`src/rtl/eth_ram_dma_master.sv`:
```
// ---------------------------------------------------------------------------
// eth_ram_dma_master
//
// Moves word streams between a 32-bit stream interface and a word-organised
// RAM that sits behind a pipelined Avalon-MM master port.
//
//   write command (cmd_write=1): snk stream  -> RAM, one word per address
//   read  command (cmd_write=0): RAM -> src stream, through a small FIFO
//
// Ports
//   clk, reset                  single clock, synchronous active-high reset
//   cmd_valid/cmd_ready         command handshake (ready only when idle)
//   cmd_write, cmd_addr,        direction, start word address and word count
//   cmd_len                     (cmd_len = 0 completes with no bus traffic)
//   snk_data/valid/ready        write-data stream in
//   src_data/valid/ready        read-data stream out
//   avm_*                       Avalon-MM master (byte addressed, full words)
//   busy                        a transfer is in progress
//   done                        one-cycle pulse when a command has completed
//
// Read flow control: a read may only be launched while the number of reads
// in flight plus the words already parked in the FIFO is below MAX_OUT, so
// every returning word is guaranteed a FIFO slot even if the stream consumer
// stalls indefinitely.
// ---------------------------------------------------------------------------
module eth_ram_dma_master #(
  parameter int ADDR_W  = 11,
  parameter int MAX_OUT = 4
) (
  input  logic              clk,
  input  logic              reset,
  // command
  input  logic              cmd_valid,
  output logic              cmd_ready,
  input  logic              cmd_write,
  input  logic [ADDR_W-1:0] cmd_addr,
  input  logic [ADDR_W:0]   cmd_len,
  // write-data stream sink
  input  logic [31:0]       snk_data,
  input  logic              snk_valid,
  output logic              snk_ready,
  // read-data stream source
  output logic [31:0]       src_data,
  output logic              src_valid,
  input  logic              src_ready,
  // Avalon-MM master
  output logic [ADDR_W+1:0] avm_address,
  output logic              avm_read,
  output logic              avm_write,
  output logic [31:0]       avm_writedata,
  output logic [3:0]        avm_byteenable,
  input  logic              avm_waitrequest,
  input  logic [31:0]       avm_readdata,
  input  logic              avm_readdatavalid,
  // status
  output logic              busy,
  output logic              done
);

  localparam int CNT_W = $clog2(MAX_OUT + 1);
  localparam int PTR_W = (MAX_OUT > 1) ? $clog2(MAX_OUT) : 1;
  localparam logic [CNT_W:0]   MAX_OUT_C = (CNT_W + 1)'(MAX_OUT);
  localparam logic [PTR_W-1:0] PTR_LAST  = PTR_W'(MAX_OUT - 1);

  typedef enum logic [1:0] {
    IDLE  = 2'd0,
    WRITE = 2'd1,
    READ  = 2'd2,
    DRAIN = 2'd3
  } state_t;

  state_t            state_reg,     state_next;
  logic [ADDR_W-1:0] addr_reg,      addr_next;      // word address on the bus
  logic [ADDR_W:0]   remain_reg,    remain_next;    // words not yet launched
  logic              avm_read_reg,  avm_read_next;
  logic              avm_write_reg, avm_write_next;
  logic [31:0]       wdata_reg,     wdata_next;
  logic              done_reg,      done_next;
  logic [CNT_W-1:0]  out_cnt_reg,   out_cnt_next;   // reads launched, data not back
  logic [CNT_W-1:0]  fifo_cnt_reg,  fifo_cnt_next;  // words parked in the FIFO
  logic [PTR_W-1:0]  wr_ptr_reg,    wr_ptr_next;
  logic [PTR_W-1:0]  rd_ptr_reg,    rd_ptr_next;

  logic [31:0]        fifo_mem [MAX_OUT];
  logic [MAX_OUT-1:0] slot_we;

  logic           cmd_fire;
  logic           snk_fire;
  logic           src_fire;
  logic           bus_active;
  logic           bus_accept;
  logic           bus_free;
  logic           rd_push;
  logic           rd_issue;
  logic [CNT_W:0] credits_used;

  function automatic logic [PTR_W-1:0] ptr_inc(input logic [PTR_W-1:0] p);
    return (p == PTR_LAST) ? '0 : p + PTR_W'(1);
  endfunction

  // -------------------------------------------------------------------------
  // Handshake qualifiers
  // -------------------------------------------------------------------------
  assign cmd_ready  = (state_reg == IDLE);
  assign cmd_fire   = cmd_valid & cmd_ready;

  assign bus_active = avm_read_reg | avm_write_reg;
  assign bus_accept = bus_active & ~avm_waitrequest;
  // The command register may be reloaded when it is empty or being consumed
  // this cycle; otherwise it must hold while the slave stalls.
  assign bus_free   = ~bus_active | ~avm_waitrequest;

  assign snk_ready  = (state_reg == WRITE) & bus_free & (remain_reg != '0);
  assign snk_fire   = snk_valid & snk_ready;

  assign src_valid  = (fifo_cnt_reg != '0);
  assign src_data   = fifo_mem[rd_ptr_reg];
  assign src_fire   = src_valid & src_ready;

  // Returning data is only meaningful while a read transfer owns the bus;
  // stragglers from an aborted transfer (or any stray pulse) are dropped.
  assign rd_push    = avm_readdatavalid
                    & ((state_reg == READ) | (state_reg == DRAIN))
                    & (out_cnt_reg != '0);

  assign credits_used = {1'b0, out_cnt_reg} + {1'b0, fifo_cnt_reg};
  assign rd_issue     = (state_reg == READ) & bus_free & (remain_reg != '0)
                      & (credits_used < MAX_OUT_C);

  // -------------------------------------------------------------------------
  // Next-state and datapath
  // -------------------------------------------------------------------------
  always_comb begin
    state_next     = state_reg;
    addr_next      = addr_reg;
    remain_next    = remain_reg;
    avm_read_next  = avm_read_reg;
    avm_write_next = avm_write_reg;
    wdata_next     = wdata_reg;
    done_next      = 1'b0;

    // The address only advances when the slave takes the current command,
    // so it is naturally stable across waitrequest and wraps at the top.
    if (bus_accept) begin
      addr_next = addr_reg + ADDR_W'(1);
    end

    case (state_reg)
      IDLE: begin
        if (cmd_fire) begin
          addr_next   = cmd_addr;
          remain_next = cmd_len;
          if (cmd_len == '0) begin
            done_next = 1'b1;
          end else if (cmd_write) begin
            state_next = WRITE;
          end else begin
            state_next = READ;
          end
        end
      end

      WRITE: begin
        if (snk_fire) begin
          avm_write_next = 1'b1;
          wdata_next     = snk_data;
          remain_next    = remain_reg - (ADDR_W + 1)'(1);
        end else if (bus_accept) begin
          avm_write_next = 1'b0;
        end
        // remain_reg counts words still to be taken from the sink, so zero
        // here means the word now leaving was the last one.
        if (bus_accept && (remain_reg == '0)) begin
          state_next = IDLE;
          done_next  = 1'b1;
        end
      end

      READ: begin
        if (rd_issue) begin
          avm_read_next = 1'b1;
          remain_next   = remain_reg - (ADDR_W + 1)'(1);
        end else if (bus_accept) begin
          avm_read_next = 1'b0;
        end
        if (bus_accept && (remain_reg == '0)) begin
          state_next = DRAIN;
        end
      end

      DRAIN: begin
        // Finish once nothing is in flight and the FIFO empties this cycle.
        if ((out_cnt_reg == '0) &&
            ((fifo_cnt_reg == '0) ||
             ((fifo_cnt_reg == CNT_W'(1)) && src_fire))) begin
          state_next = IDLE;
          done_next  = 1'b1;
        end
      end

      default: begin
        state_next = IDLE;
      end
    endcase

    // Credit and FIFO bookkeeping: launch, return and pop may all coincide.
    out_cnt_next  = out_cnt_reg  + CNT_W'(rd_issue) - CNT_W'(rd_push);
    fifo_cnt_next = fifo_cnt_reg + CNT_W'(rd_push)  - CNT_W'(src_fire);
    wr_ptr_next   = rd_push  ? ptr_inc(wr_ptr_reg) : wr_ptr_reg;
    rd_ptr_next   = src_fire ? ptr_inc(rd_ptr_reg) : rd_ptr_reg;
  end

  // -------------------------------------------------------------------------
  // State registers
  // -------------------------------------------------------------------------
  always_ff @(posedge clk) begin
    if (reset) begin
      state_reg     <= IDLE;
      addr_reg      <= '0;
      remain_reg    <= '0;
      avm_read_reg  <= 1'b0;
      avm_write_reg <= 1'b0;
      wdata_reg     <= '0;
      done_reg      <= 1'b0;
      out_cnt_reg   <= '0;
      fifo_cnt_reg  <= '0;
      wr_ptr_reg    <= '0;
      rd_ptr_reg    <= '0;
    end else begin
      state_reg     <= state_next;
      addr_reg      <= addr_next;
      remain_reg    <= remain_next;
      avm_read_reg  <= avm_read_next;
      avm_write_reg <= avm_write_next;
      wdata_reg     <= wdata_next;
      done_reg      <= done_next;
      out_cnt_reg   <= out_cnt_next;
      fifo_cnt_reg  <= fifo_cnt_next;
      wr_ptr_reg    <= wr_ptr_next;
      rd_ptr_reg    <= rd_ptr_next;
    end
  end

  // -------------------------------------------------------------------------
  // Read-return FIFO storage (one write strobe per slot)
  // -------------------------------------------------------------------------
  genvar gi;
  generate
    for (gi = 0; gi < MAX_OUT; gi++) begin : g_slot_we
      assign slot_we[gi] = rd_push && (wr_ptr_reg == PTR_W'(gi));
    end
  endgenerate

  always_ff @(posedge clk) begin
    if (reset) begin
      for (int i = 0; i < MAX_OUT; i++) begin
        fifo_mem[i] <= '0;
      end
    end else begin
      for (int i = 0; i < MAX_OUT; i++) begin
        if (slot_we[i]) begin
          fifo_mem[i] <= avm_readdata;
        end
      end
    end
  end

  // -------------------------------------------------------------------------
  // Outputs
  // -------------------------------------------------------------------------
  assign avm_address    = {addr_reg, 2'b00};
  assign avm_read       = avm_read_reg;
  assign avm_write      = avm_write_reg;
  assign avm_writedata  = wdata_reg;
  assign avm_byteenable = 4'hF;
  assign busy           = (state_reg != IDLE);
  assign done           = done_reg;

endmodule

```
`config.mk`:
```
export PLATFORM = sky130hd
export DESIGN_NAME = eth_ram_dma_master
export DESIGN_NICKNAME = d
export VERILOG_FILES = /design/src/rtl/eth_ram_dma_master.sv
export SDC_FILE = /design/constraint.sdc
export NUM_CORES = 1
export LEC_CHECK = 0
export ABC_AREA = 1
export ABC_CLOCK_PERIOD_IN_PS = 2600
export BUFFER_PORTS_ARGS = -buffer_cell sky130_fd_sc_hd__buf_2
export CAP_MARGIN = 20
export CORE_MARGIN = 3
export CORE_UTILIZATION = 30
export DETAILED_ROUTE_END_ITERATION = 12
export MAX_ROUTING_LAYER = met4
export SLEW_MARGIN = 5
export SYNTH_ARGS = -nofsm -noshare
export SYNTH_HDL_FRONTEND = slang
export SYNTH_SLANG_ARGS = --single-unit
```
`constraint.sdc`:
```
create_clock -name clk -period 2.6 [get_ports clk]
set_input_delay 0.65 -clock clk [delete_from_list [all_inputs] [get_ports clk]]
set_output_delay 0.65 -clock clk [all_outputs]
set_load 0.05 [all_outputs]
```
; ---- Yosys cells after proc, flatten, opt, wreduce, memory -nomap -nowiden
; Memory sizes are Yosys's and may differ from the RTL's. A register that Yosys moved wholly into a read port is not among the register bits.
; Index checks and enable logic that the tools add are counted.
[classes]
n_addsub = 9
order_cmp = 1
eq_ne = 15
mux = 44
n_bitwise = 20
n_reduce_logical = 26
[op_table]
columns = op, n
row1 = 32-bit 2-to-1 mux, 4
row2 = 12-bit 2-to-1 mux, 3
row3 = 12-bit case mux with 3 select lines, 1
row4 = 11-bit 2-to-1 mux, 3
row5 = 12-bit zero test, 2
row6 = 1-bit 2-to-1 mux, 21
row7 = 2-bit 2-to-1 mux, 10
row8 = 12-bit nonzero test, 1
row9 = "12-bit by 1-bit subtractor with 12-bit output, second input constant", 1
row10 = "11-bit by 1-bit adder with 11-bit output, second input constant", 1
row11 = 1-bit AND, 11
row12 = "2-bit equality test, second input constant", 5
row13 = 3-bit nonzero test, 3
row14 = "2-bit by 1-bit != test with 1-bit output, second input constant", 4
row15 = 2-bit case mux with 4 select lines, 1
row16 = 1-bit logical AND, 7
row17 = 1-bit bitwise OR, 7
row18 = 3-bit by 1-bit adder with 3-bit output, 2
row19 = 3-bit zero test, 2
row20 = "2-bit != test, second input constant", 3
row21 = 2-bit AND reduction, 3
row22 = 2-bit nonzero test, 3
row23 = 3-bit by 1-bit subtractor with 3-bit output, 2
row24 = 5-bit AND reduction, 1
row25 = 10 further kinds, 14
[word_totals]
ff_bits = 70
mem_bits_rw = 128
input_bits = 95
out_inout_bits = 88
wordCells = 127
memories = 1
[memory_table]
columns = memory, depth, word_bits, read_ports, rd_clocked_by_memory_dff, wr, line_no
row1 = fifo_mem, 4, 32, 1, 1, 4, 84  ; logic [31:0] fifo_mem [MAX_OUT];

; ---- Depth between registers and ports, before layout
; Gate-level depths: netlist (run 1).
[depth]
ltp_word = 9
mapped_depth = 15

; ---- Worst setup path after synthesis (run 1)
; OpenSTA, ideal clock, no wires.
[synth_timing]
kind = register to output
start = register with a tool-made name
end = output port src_data[21]
arrival_ns = 1.721
required_ns = 1.950
slack_ns = 0.229
path_stages_with_launch = 6
path_buffers = 2
path_cell_list = dfxtp_1 > clkbuf_1 > clkinv_1 > clkbuf_1 > nor2_1 > o22ai_1
[synth_lines]
columns = element, line_no
row1 = to (decl), 43  ; output logic [31:0] src_data,

; ---- Worst setup path after layout (run 1)
[layout_timing]
start = register remain_reg[0]
end = output port snk_ready
[layout_between]
elab_chain_cells = 2
[layout_lines]
columns = element, line_no
row1 = from (decl), 74  ; logic [ADDR_W:0] remain_reg, remain_next;
row2 = from (signal assigned), 232  ; remain_reg <= remain_next;
row3 = 12-bit nonzero test, 113  ; assign snk_ready = (state_reg == WRITE) & bus_free & (remain_reg != '0);
row4 = 1-bit AND, 113
row5 = to (decl), 41  ; output logic snk_ready,
; No other way between the ends.

==> results.sh, run 1 <==
export IMPL_status="finished clean"
export IMPL_cp_arrival_ns=1.81
export IMPL_synth_cells=1041
export IMPL_grt_max_degree=65
export IMPL_drive_above_1_share_pct=21.6
export IMPL_num_vias=7476
export IMPL_p_leak_uw=0.00498
export IMPL_crit_type="flip-flop to primary output"
export IMPL_cp_max_fo=4
export IMPL_crit_required_ns=1.95
export IMPL_dpl_cell_area_um2=10600
export IMPL_htree_num_levels=4
export IMPL_fp_coreArea_um2=29800
export IMPL_fin_cells=1615
export IMPL_worstSkewPairLatency_ns=0.43
export IMPL_drt_pass1_iterations=4
export IMPL_dp_hpwl_mm=15.7
export IMPL_dr_first_iter_drc_count=438
export IMPL_rsz0062_at_grt="false"
export IMPL_rows=63
export IMPL_cts_buffers=17
export IMPL_synthesis_area_um2=9130
export IMPL_synth_common_cells="272 x nor2_1, 131 x nand2_1, 128 x edfxtp_1, 95 x o21ai_0, 90 x inv_1"
export IMPL_holdWs_ns=0.461
export IMPL_synth_most_common_cell="nor2_1"
export IMPL_synth_async_sr_flop_share_pct=0
export IMPL_die_x_um=180
export IMPL_cts_tree="built"
export IMPL_antenna_found_initial=1
export IMPL_clock_path_buffers=2
export IMPL_yosys_top_cells_area="edfxtp_1 42%, dfxtp_1 16%, nor2_1 11%"
export IMPL_yosysTopAreaCellShare_pct=42.1
export IMPL_worstSetupEndpointType="primary output"
export IMPL_drv_cap=0
export IMPL_wl_per_cell_um=14.7
export IMPL_nets=1325
export IMPL_io_pins=183
export IMPL_dieArea_um2=32600
export IMPL_ff2ff_path_depth=13
export IMPL_setup_violations_final=0
export IMPL_setup_ws_ns=0.138
export IMPL_timing_fmax_mhz=406
export IMPL_finalClockSkew_ns=0.0187
export IMPL_tns_ns=0
export IMPL_place_inst=1582
export IMPL_whs_path_depth=3
export IMPL_routed_via_density=4.63
export IMPL_grt_pass1_vias=7252
export IMPL_drc_errors=0
export IMPL_syn_area_per_cell_um2=8.77
export IMPL_wirelength_mm=23.7
export IMPL_largest_register_ffs=128
export IMPL_cp_start_kind="flip-flop"
export IMPL_finalMaxSlewViolations=0
export IMPL_synthDistinctLibCells=34
export IMPL_yosysSeqAreaShare_pct=57.9
export IMPL_ir_drop_uv=358
export IMPL_post_route_cell_area_um2=11200
export IMPL_cts_sinks=200
export IMPL_grt_total_usage_pct=14.7
export IMPL_nFillCells=3048
export IMPL_clockRootBuffer="clkbuf_16"
export IMPL_finalHoldViolations=0
export IMPL_gp_congestion=0.797
export IMPL_fp_dieH_um=180
export IMPL_hold_class="input pin to flip-flop"
export IMPL_start_util_pct=30.6
export IMPL_p_per_area_nw_per_um2=970
export IMPL_cts_setup_buffers=0
export IMPL_ys_warn_count=0
export IMPL_synthFlopType="edfxtp_1"
export IMPL_finalCritPeriodShare_pct=94.7
export IMPL_path_clk_slew_ns=0.07
export IMPL_ys_ff_latch=200
export IMPL_gr_total_overflow=0
export IMPL_grt_pass1_wl_mm=37.6
export IMPL_slew_headroom_pct=63.4
export IMPL_place_ws_ns=0.107
export IMPL_antenna_left=0
export IMPL_yosysTopAreaCell="edfxtp_1"
export IMPL_port_buffers=176
export IMPL_layout_min_cycle_time_ns=2.46
export IMPL_area_delta_synth_final_pct=22.5
export IMPL_synth_edf_count=128
export IMPL_worst_pin_slew_ns=0.550
## critical path: stages, from the launching register on
cell and delay (ns):
dfxtp_1 0.32, inv_1 0.07, ha_1 0.19, nand2_2 0.10, nor2_4 0.11, nand2_2 0.08, buf_4 0.16, and2_1 0.15
buf_4 0.19
## per-stage QoR
step | total power [uW] | util [%]
after floorplan | 7170 | -
after global routing | 11500 | 37.5
after global placement | 8270 | 35.5
final | 10800 | 37.5
after detailed placement | 8290 | 35.5
after CTS | 10900 | 37.4
## final cells by class
cell class	count	area, um2	area share [%]
antenna	1	2.50	0.0224
clock buffer	20	437	3.90
clock inverter	12	139	1.24
inverter	93	349	3.12
multi-input combinational	692	3290	29.4
sequential	200	5290	47.3
tap	390	488	4.36
timing repair buffer	207	1190	10.7
## placed cells by master, fill, tap and decap left out, types with 2 or more instances in the layout
cell | Yosys | final
nor2_1 | 272 | 271
a21oi_1 | 44 | 44
nand3_1 | 59 | 55
clkinv_8 | 0 | 2
xor2_1 | 5 | 5
clkinv_1 | 3 | 4
o211ai_1 | 2 | 2
ha_1 | 17 | 16
inv_2 | 0 | 2
o22ai_1 | 33 | 33
conb_1 | 2 | 6
edfxtp_1 | 128 | 128
nor2_2 | 2 | 2
buf_4 | 10 | 25
dfxtp_1 | 72 | 68
o21ai_0 | 95 | 95
dfxtp_2 | 0 | 4
nand2_1 | 131 | 126
inv_1 | 90 | 89
inv_8 | 0 | 3
clkbuf_16 | 0 | 17
nor3_1 | 5 | 5
nand2_2 | 6 | 11
nand3_2 | 0 | 4
nand3_4 | 2 | 2
or2_2 | 2 | 2
buf_2 | 5 | 175
fa_1 | 2 | 2
buf_12 | 0 | 6
clkbuf_1 | 41 | 3
clkinv_4 | 0 | 3
## cell families after synthesis
logic type      synth area share (%)
compound gates                  10.4
fa+ha+maj                       2.77
other cells                   0.0823
xor+xnor                       0.576
simple gates                    21.4
flops                           57.9
buf+inv                         6.85
## power by group
group	internal (uW)	leakage [uW]	total, uW	switching [uW]
Clock	1360	0.000279	2620	1260
Combinational	1160	0.00279	4320	3160
Sequential	3690	0.00191	3910	222
## per-layer routing
metal,GRT usage [%],wire length (um),up-vias,share of wire (%)
met5,-,0,-,0
met3,3.59,1580,26,6.7
met4,3.87,363,0,1.5
li1,-,-,3754,-
met1,18.3,10600,3473,45
met2,24.0,11200,223,47
## final timing paths
path                      end  slack [ns]             start
max                 snk_ready        0.14     remain_reg[0]
min               addr_reg[1]        0.46       cmd_addr[1]
max reg2reg    out_cnt_reg[2]        0.24   fifo_cnt_reg[1]
min reg2reg  avm_writedata[5]        0.46  avm_writedata[5]
## what timing repair did
item | CTS | global route
hold buffers | 0 | 0
setup endpoints to repair | 0 | 4
resized for setup | 0 | 12
Note: power is estimated with default switching activity, not from simulation.
==> inputs of run 2 (changes only) <==
--- a/config.mk
+++ b/config.mk
@@ -9,7 +9,7 @@
 export ABC_CLOCK_PERIOD_IN_PS = 2600
 export BUFFER_PORTS_ARGS = -buffer_cell sky130_fd_sc_hd__buf_2
 export CAP_MARGIN = 20
-export CORE_MARGIN = 3
+export CORE_MARGIN = 1.5
 export CORE_UTILIZATION = 30
 export DETAILED_ROUTE_END_ITERATION = 12
 export MAX_ROUTING_LAYER = met4
==> results.sh, run 2 (synthesis results as in run 1) <==
export IMPL_antenna_left=0
export IMPL_port_buffers=176
export IMPL_cp_max_fo=30
export IMPL_setup_violations_final=0
export IMPL_p_switching_uw=4720
export IMPL_wl_per_cell_um=14.6
export IMPL_p_int_uw=6210
export IMPL_grt_max_degree=50
export IMPL_cts_sinks=200
export IMPL_clockRootBuffer="clkbuf_16"
export IMPL_path_clk_slew_ns=0.08
export IMPL_worst_pin_slew_ns=0.557
export IMPL_layout_common_cells="271 x nor2_1, 175 x buf_2, 130 x nand2_1, 128 x edfxtp_1, 94 x o21ai_0"
export IMPL_p_leak_uw=0.00496
export IMPL_routed_via_density=4.59
export IMPL_nFillCells=3078
export IMPL_drt_pass1_iterations=5
export IMPL_nets=1320
export IMPL_cp_arrival_ns=1.82
export IMPL_worstSkewPairLatency_ns=0.43
export IMPL_num_vias=7398
export IMPL_drv_cap=0
export IMPL_finalHoldViolations=0
export IMPL_power_share_clock_pct=24.9
export IMPL_ir_drop_uv=368
export IMPL_hold_class="input pin to flip-flop"
export IMPL_crit_required_ns=1.95
export IMPL_gp_congestion=0.813
export IMPL_setup_ws_ns=0.128
export IMPL_p_per_area_nw_per_um2=981
export IMPL_start_util_pct=30.6
export IMPL_antenna_found_initial=2
export IMPL_io_pins=183
export IMPL_grt_pass1_vias=7325
export IMPL_fp_dieH_um=177
export IMPL_power_total_uw=10900
export IMPL_cp_start_kind="flip-flop"
export IMPL_cts_tree="built"
export IMPL_finalCritPeriodShare_pct=95.1
export IMPL_finalMaxSlewViolations=0
export IMPL_dpl_cell_area_um2=10500
export IMPL_die_x_um=177
export IMPL_slew_headroom_pct=62.9
export IMPL_crit_type="flip-flop to primary output"
export IMPL_cts_setup_buffers=0
export IMPL_rows=63
export IMPL_wirelength_mm=23.5
export IMPL_dp_hpwl_mm=15.4
export IMPL_final_common_cell="nor2_1"
export IMPL_cts_buffers=17
export IMPL_fp_coreArea_um2=29800
export IMPL_grt_total_usage_pct=15.6
export IMPL_post_route_cell_area_um2=11100
export IMPL_largest_register_ffs=128
export IMPL_dieArea_um2=31500
export IMPL_finalClockSkew_ns=0.0177
export IMPL_drc_errors=0
export IMPL_p_sw_share_pct=43.2
export IMPL_place_ws_ns=0.102
export IMPL_timing_fmax_mhz=404
export IMPL_drive_above_1_share_pct=20.8
export IMPL_utilization_pct=37.4
export IMPL_area_delta_synth_final_pct=22.1
export IMPL_htree_num_levels=4
export IMPL_gr_total_overflow=0
export IMPL_seqPwrFrac_pct=35.7
export IMPL_dr_first_iter_drc_count=450
export IMPL_tns_ns=0
export IMPL_grt_pass1_wl_mm=37.1
export IMPL_pwr_share_comb_pct=39.4
export IMPL_status="finished clean"
export IMPL_clock_path_buffers=2
export IMPL_worstSetupEndpointType="primary output"
export IMPL_layout_min_cycle_time_ns=2.47
## run 2: cell types whose count changed in the layout (fill, tap and decap cells not counted), moves of 2 or more
cell        delta
clkinvlp_4     +2
clkbuf_1       -3
buf_4          -5
nand2_2        -5
inv_2          -2
nand2_1        +4
nand3_1        +4
inv_6          +4
clkinv_8       +2
clkinv_4       -3
diode_2        +2
inv_8          -3
nand3_2        -4
## run 2: per-stage QoR
step | hold slack [ns] | instances
finish | 0.465 | 1612
global route | 0.458 | 1611
CTS | 0.444 | 1609
detailed placement | 0.455 | 1577
global placement | 0.449 | 1577
floorplan | 0.472 | 1045
## run 2: worst paths after layout
path                     start                end  slack (ns)  cells past startpoint
max                  flip-flop        src_data[3]        0.13                      5
min reg2reg  avm_writedata[25]  avm_writedata[25]        0.47                      2
min                cmd_addr[3]        addr_reg[3]        0.47                      3
max reg2reg      remain_reg[0]     out_cnt_reg[2]        0.25                     14
## run 2: layer usage
layer	global-route usage (%)	wire, um	share of wire, %	up-vias
met2	27.1	11600	49	195
met4	3.75	270	1.1	0
met3	3.30	1290	5.5	18
li1	-	-	-	3748
met5	-	0	0	-
met1	18.5	10400	44	3437
## run 2: final cells by class
type	count	area [um2]	area share, %
sequential	200	5290	47.5
clock buffer	17	425	3.82
inverter	93	349	3.13
multi-input combinational	692	3260	29.3
timing repair buffer	202	1140	10.3
antenna	3	7.51	0.0674
clock inverter	15	179	1.61
tap	390	488	4.38
## run 2: critical path, stage by stage, from the launching register on
cell and delay (ns):
dfxtp_2 0.34, clkinv_1 0.06, buf_4 0.31, o21ai_0 0.12
o22ai_1 0.23, buf_2 0.32
## run 2: power by group through the flow
| stage | sequential (uW) | combinational, uW | clock, uW |
|---|---|---|---|
| finish | 3900 | 4310 | 2720 |
| global route | 3950 | 4740 | 2910 |
| CTS | 3900 | 4310 | 2800 |
| detailed placement | 3970 | 4300 | 0 |
| global placement | 3960 | 4280 | 0 |
| floorplan | 4210 | 2960 | 0 |
## run 2: timing repair
item,in CTS,in global routing
setup endpoints to repair,0,3
hold buffers,0,0
gates resized for setup,0,11
==> inputs of run 3 (changes only) <==
--- a/config.mk
+++ b/config.mk
@@ -7,12 +7,13 @@
 export LEC_CHECK = 0
 export ABC_AREA = 1
 export ABC_CLOCK_PERIOD_IN_PS = 2600
-export BUFFER_PORTS_ARGS = -buffer_cell sky130_fd_sc_hd__buf_2
+export BUFFER_PORTS_ARGS = -buffer_cell sky130_fd_sc_hd__buf_4
 export CAP_MARGIN = 20
 export CORE_MARGIN = 1.5
 export CORE_UTILIZATION = 30
 export DETAILED_ROUTE_END_ITERATION = 12
 export MAX_ROUTING_LAYER = met4
+export RECOVER_POWER = 25
 export SLEW_MARGIN = 5
 export SYNTH_ARGS = -nofsm -noshare
 export SYNTH_HDL_FRONTEND = slang
==> constraint.sdc (replaced) <==
create_clock -name clk -period 2.6 [get_ports clk]
set_input_delay 0.65 -clock clk [delete_from_list [all_inputs] [get_ports clk]]
set_output_delay 0.65 -clock clk [all_outputs]
set_load 0.1 [all_outputs]
==> results.sh, run 3 (synthesis results as in run 1) <==
export IMPL_p_leak_uw=0.00508
export IMPL_fp_coreArea_um2=29800
export IMPL_finalMaxSlewViolations=0
export IMPL_cp_max_fo=28
export IMPL_seqPwrFrac_pct=30.7
export IMPL_finalClockSkew_ns=0.0216
export IMPL_cts_sinks=200
export IMPL_grt_total_usage_pct=16.6
export IMPL_dieArea_um2=31500
export IMPL_fin_cells=1606
export IMPL_start_util_pct=30.6
export IMPL_port_buffers=176
export IMPL_cp_start_kind="flip-flop"
export IMPL_worstSetupEndpointType="primary output"
export IMPL_grt_pass1_vias=7724
export IMPL_power_total_uw=12700
export IMPL_status="finished clean"
export IMPL_p_per_area_nw_per_um2=1100
export IMPL_layout_common_cells="271 x nor2_1, 138 x buf_4, 128 x edfxtp_1, 127 x nand2_1, 95 x o21ai_0"
export IMPL_wirelength_mm=24.7
export IMPL_r2r_end="out_cnt_reg[2]"
export IMPL_slew_headroom_pct=53.5
export IMPL_clockRootBuffer="clkbuf_16"
export IMPL_num_vias=7541
export IMPL_crit_type="flip-flop to primary output"
export IMPL_crit_required_ns=1.95
export IMPL_antenna_found_initial=0
export IMPL_p_int_uw=6420
export IMPL_timing_fmax_mhz=406
export IMPL_htree_num_levels=4
export IMPL_fp_dieH_um=177
export IMPL_area_delta_synth_final_pct=27.1
export IMPL_drive_above_1_share_pct=23.0
export IMPL_ff2ff_path_depth=15
export IMPL_rrSetupSlack_ns=0.20
export IMPL_place_inst=1574
export IMPL_io_pins=183
export IMPL_cts_tree="built"
export IMPL_nets=1317
export IMPL_worstSetupEndpoint="src_data[10]"
export IMPL_rows=63
export IMPL_cts_setup_buffers=0
export IMPL_power_share_clock_pct=21.1
export IMPL_routed_via_density=4.70
export IMPL_pwr_share_comb_pct=48.2
export IMPL_antenna_left=0
export IMPL_wl_per_cell_um=15.4
export IMPL_gr_total_overflow=0
export IMPL_drc_errors=0
export IMPL_nFillCells=3063
export IMPL_final_common_cell="nor2_1"
export IMPL_largest_register_ffs=128
export IMPL_cp_arrival_ns=1.81
export IMPL_r2r_start="state_reg[0]"
export IMPL_gp_congestion=0.843
export IMPL_dp_hpwl_mm=15.5
export IMPL_register_area_um2=5290
export IMPL_die_x_um=177
export IMPL_p_sw_share_pct=49.5
export IMPL_multi_input_area_um2=3440
export IMPL_clock_path_buffers=2
export IMPL_finalCritPeriodShare_pct=94.8
export IMPL_layout_min_cycle_time_ns=2.46
export IMPL_p_switching_uw=6300
export IMPL_hold_class="input pin to flip-flop"
export IMPL_n_antenna_cell=0
export IMPL_tns_ns=0
export IMPL_grt_max_degree=65
export IMPL_setup_violations_final=0
export IMPL_cts_buffers=17
export IMPL_drv_cap=0
export IMPL_ir_drop_uv=429
export IMPL_worstSkewPairLatency_ns=0.44
export IMPL_dr_first_iter_drc_count=376
export IMPL_drt_pass1_iterations=4
export IMPL_grt_pass1_wl_mm=39.5
export IMPL_path_clk_slew_ns=0.08
export IMPL_worst_pin_slew_ns=0.696
export IMPL_finalHoldViolations=0
export IMPL_rsz0062_at_grt="false"
[run 3: layer usage]
layer / GRT usage, % / wire, um / vias to the layer above
met5: - / 0 / -
met4: 3.33 / 189 / 0
met2: 28.3 / 12000 / 210
met1: 19.8 / 10900 / 3574
met3: 4.22 / 1570 / 17
li1: - / - / 3740
[run 3: final cells by class]
| class | count | share of cell area (%) |
|---|---|---|
| Sequential cell | 200 | 45.6 |
| Multi-Input combinational cell | 692 | 29.7 |
| Clock inverter | 15 | 1.42 |
| Inverter | 93 | 3.01 |
| Clock buffer | 17 | 3.67 |
| Timing Repair Buffer | 199 | 12.4 |
| Tap cell | 390 | 4.21 |
[run 3: critical path: stages (launching register included)]
cell     delay (ns)
dfxtp_2        0.38
buf_4          0.31
o21ai_0        0.16
o22ai_2        0.20
buf_4          0.32
[run 3: timing repair]
action | 4_1_cts | 5_1_grt
gates resized for setup | 0 | 11
hold buffers | 0 | 0
setup endpoints to repair | 0 | 21
[run 3: worst min-delay path by stage]
| stage | from | endpoint | cells past startpoint |
|---|---|---|---|
| 2_1_floorplan | remain_reg[0] | remain_reg[0] | 2 |
| 5_1_grt | cmd_addr[3] | addr_reg[3] | 3 |
| 6_report | cmd_addr[1] | addr_reg[1] | 3 |
| 4_1_cts | cmd_addr[1] | addr_reg[1] | 3 |
| 3_5_place_dp | avm_writedata[27] | avm_writedata[27] | 2 |
| 3_3_place_gp | avm_writedata[9] | avm_writedata[9] | 2 |
[run 3: power by group through the flow]
stage | registers (uW) | logic (uW) | clock network [uW]
2_1_floorplan | 4520 | 4280 | 0
3_3_place_gp | 3960 | 6170 | 0
3_5_place_dp | 3980 | 6200 | 0
4_1_cts | 3910 | 6210 | 2740
5_1_grt | 3950 | 6590 | 2870
6_report | 3910 | 6130 | 2680
[run 3: per-stage QoR]
stage	util, %	setup slack [ns]	instance area, um2	hold slack (ns)
3_3_place_gp	37.4	0.148	11200	0.453
3_5_place_dp	37.4	0.143	11200	0.459
2_1_floorplan	-	0.0652	9350	0.472
4_1_cts	39.4	0.00822	11700	0.435
5_1_grt	38.9	0.0179	11600	0.448
6_report	38.9	0.136	11600	0.452
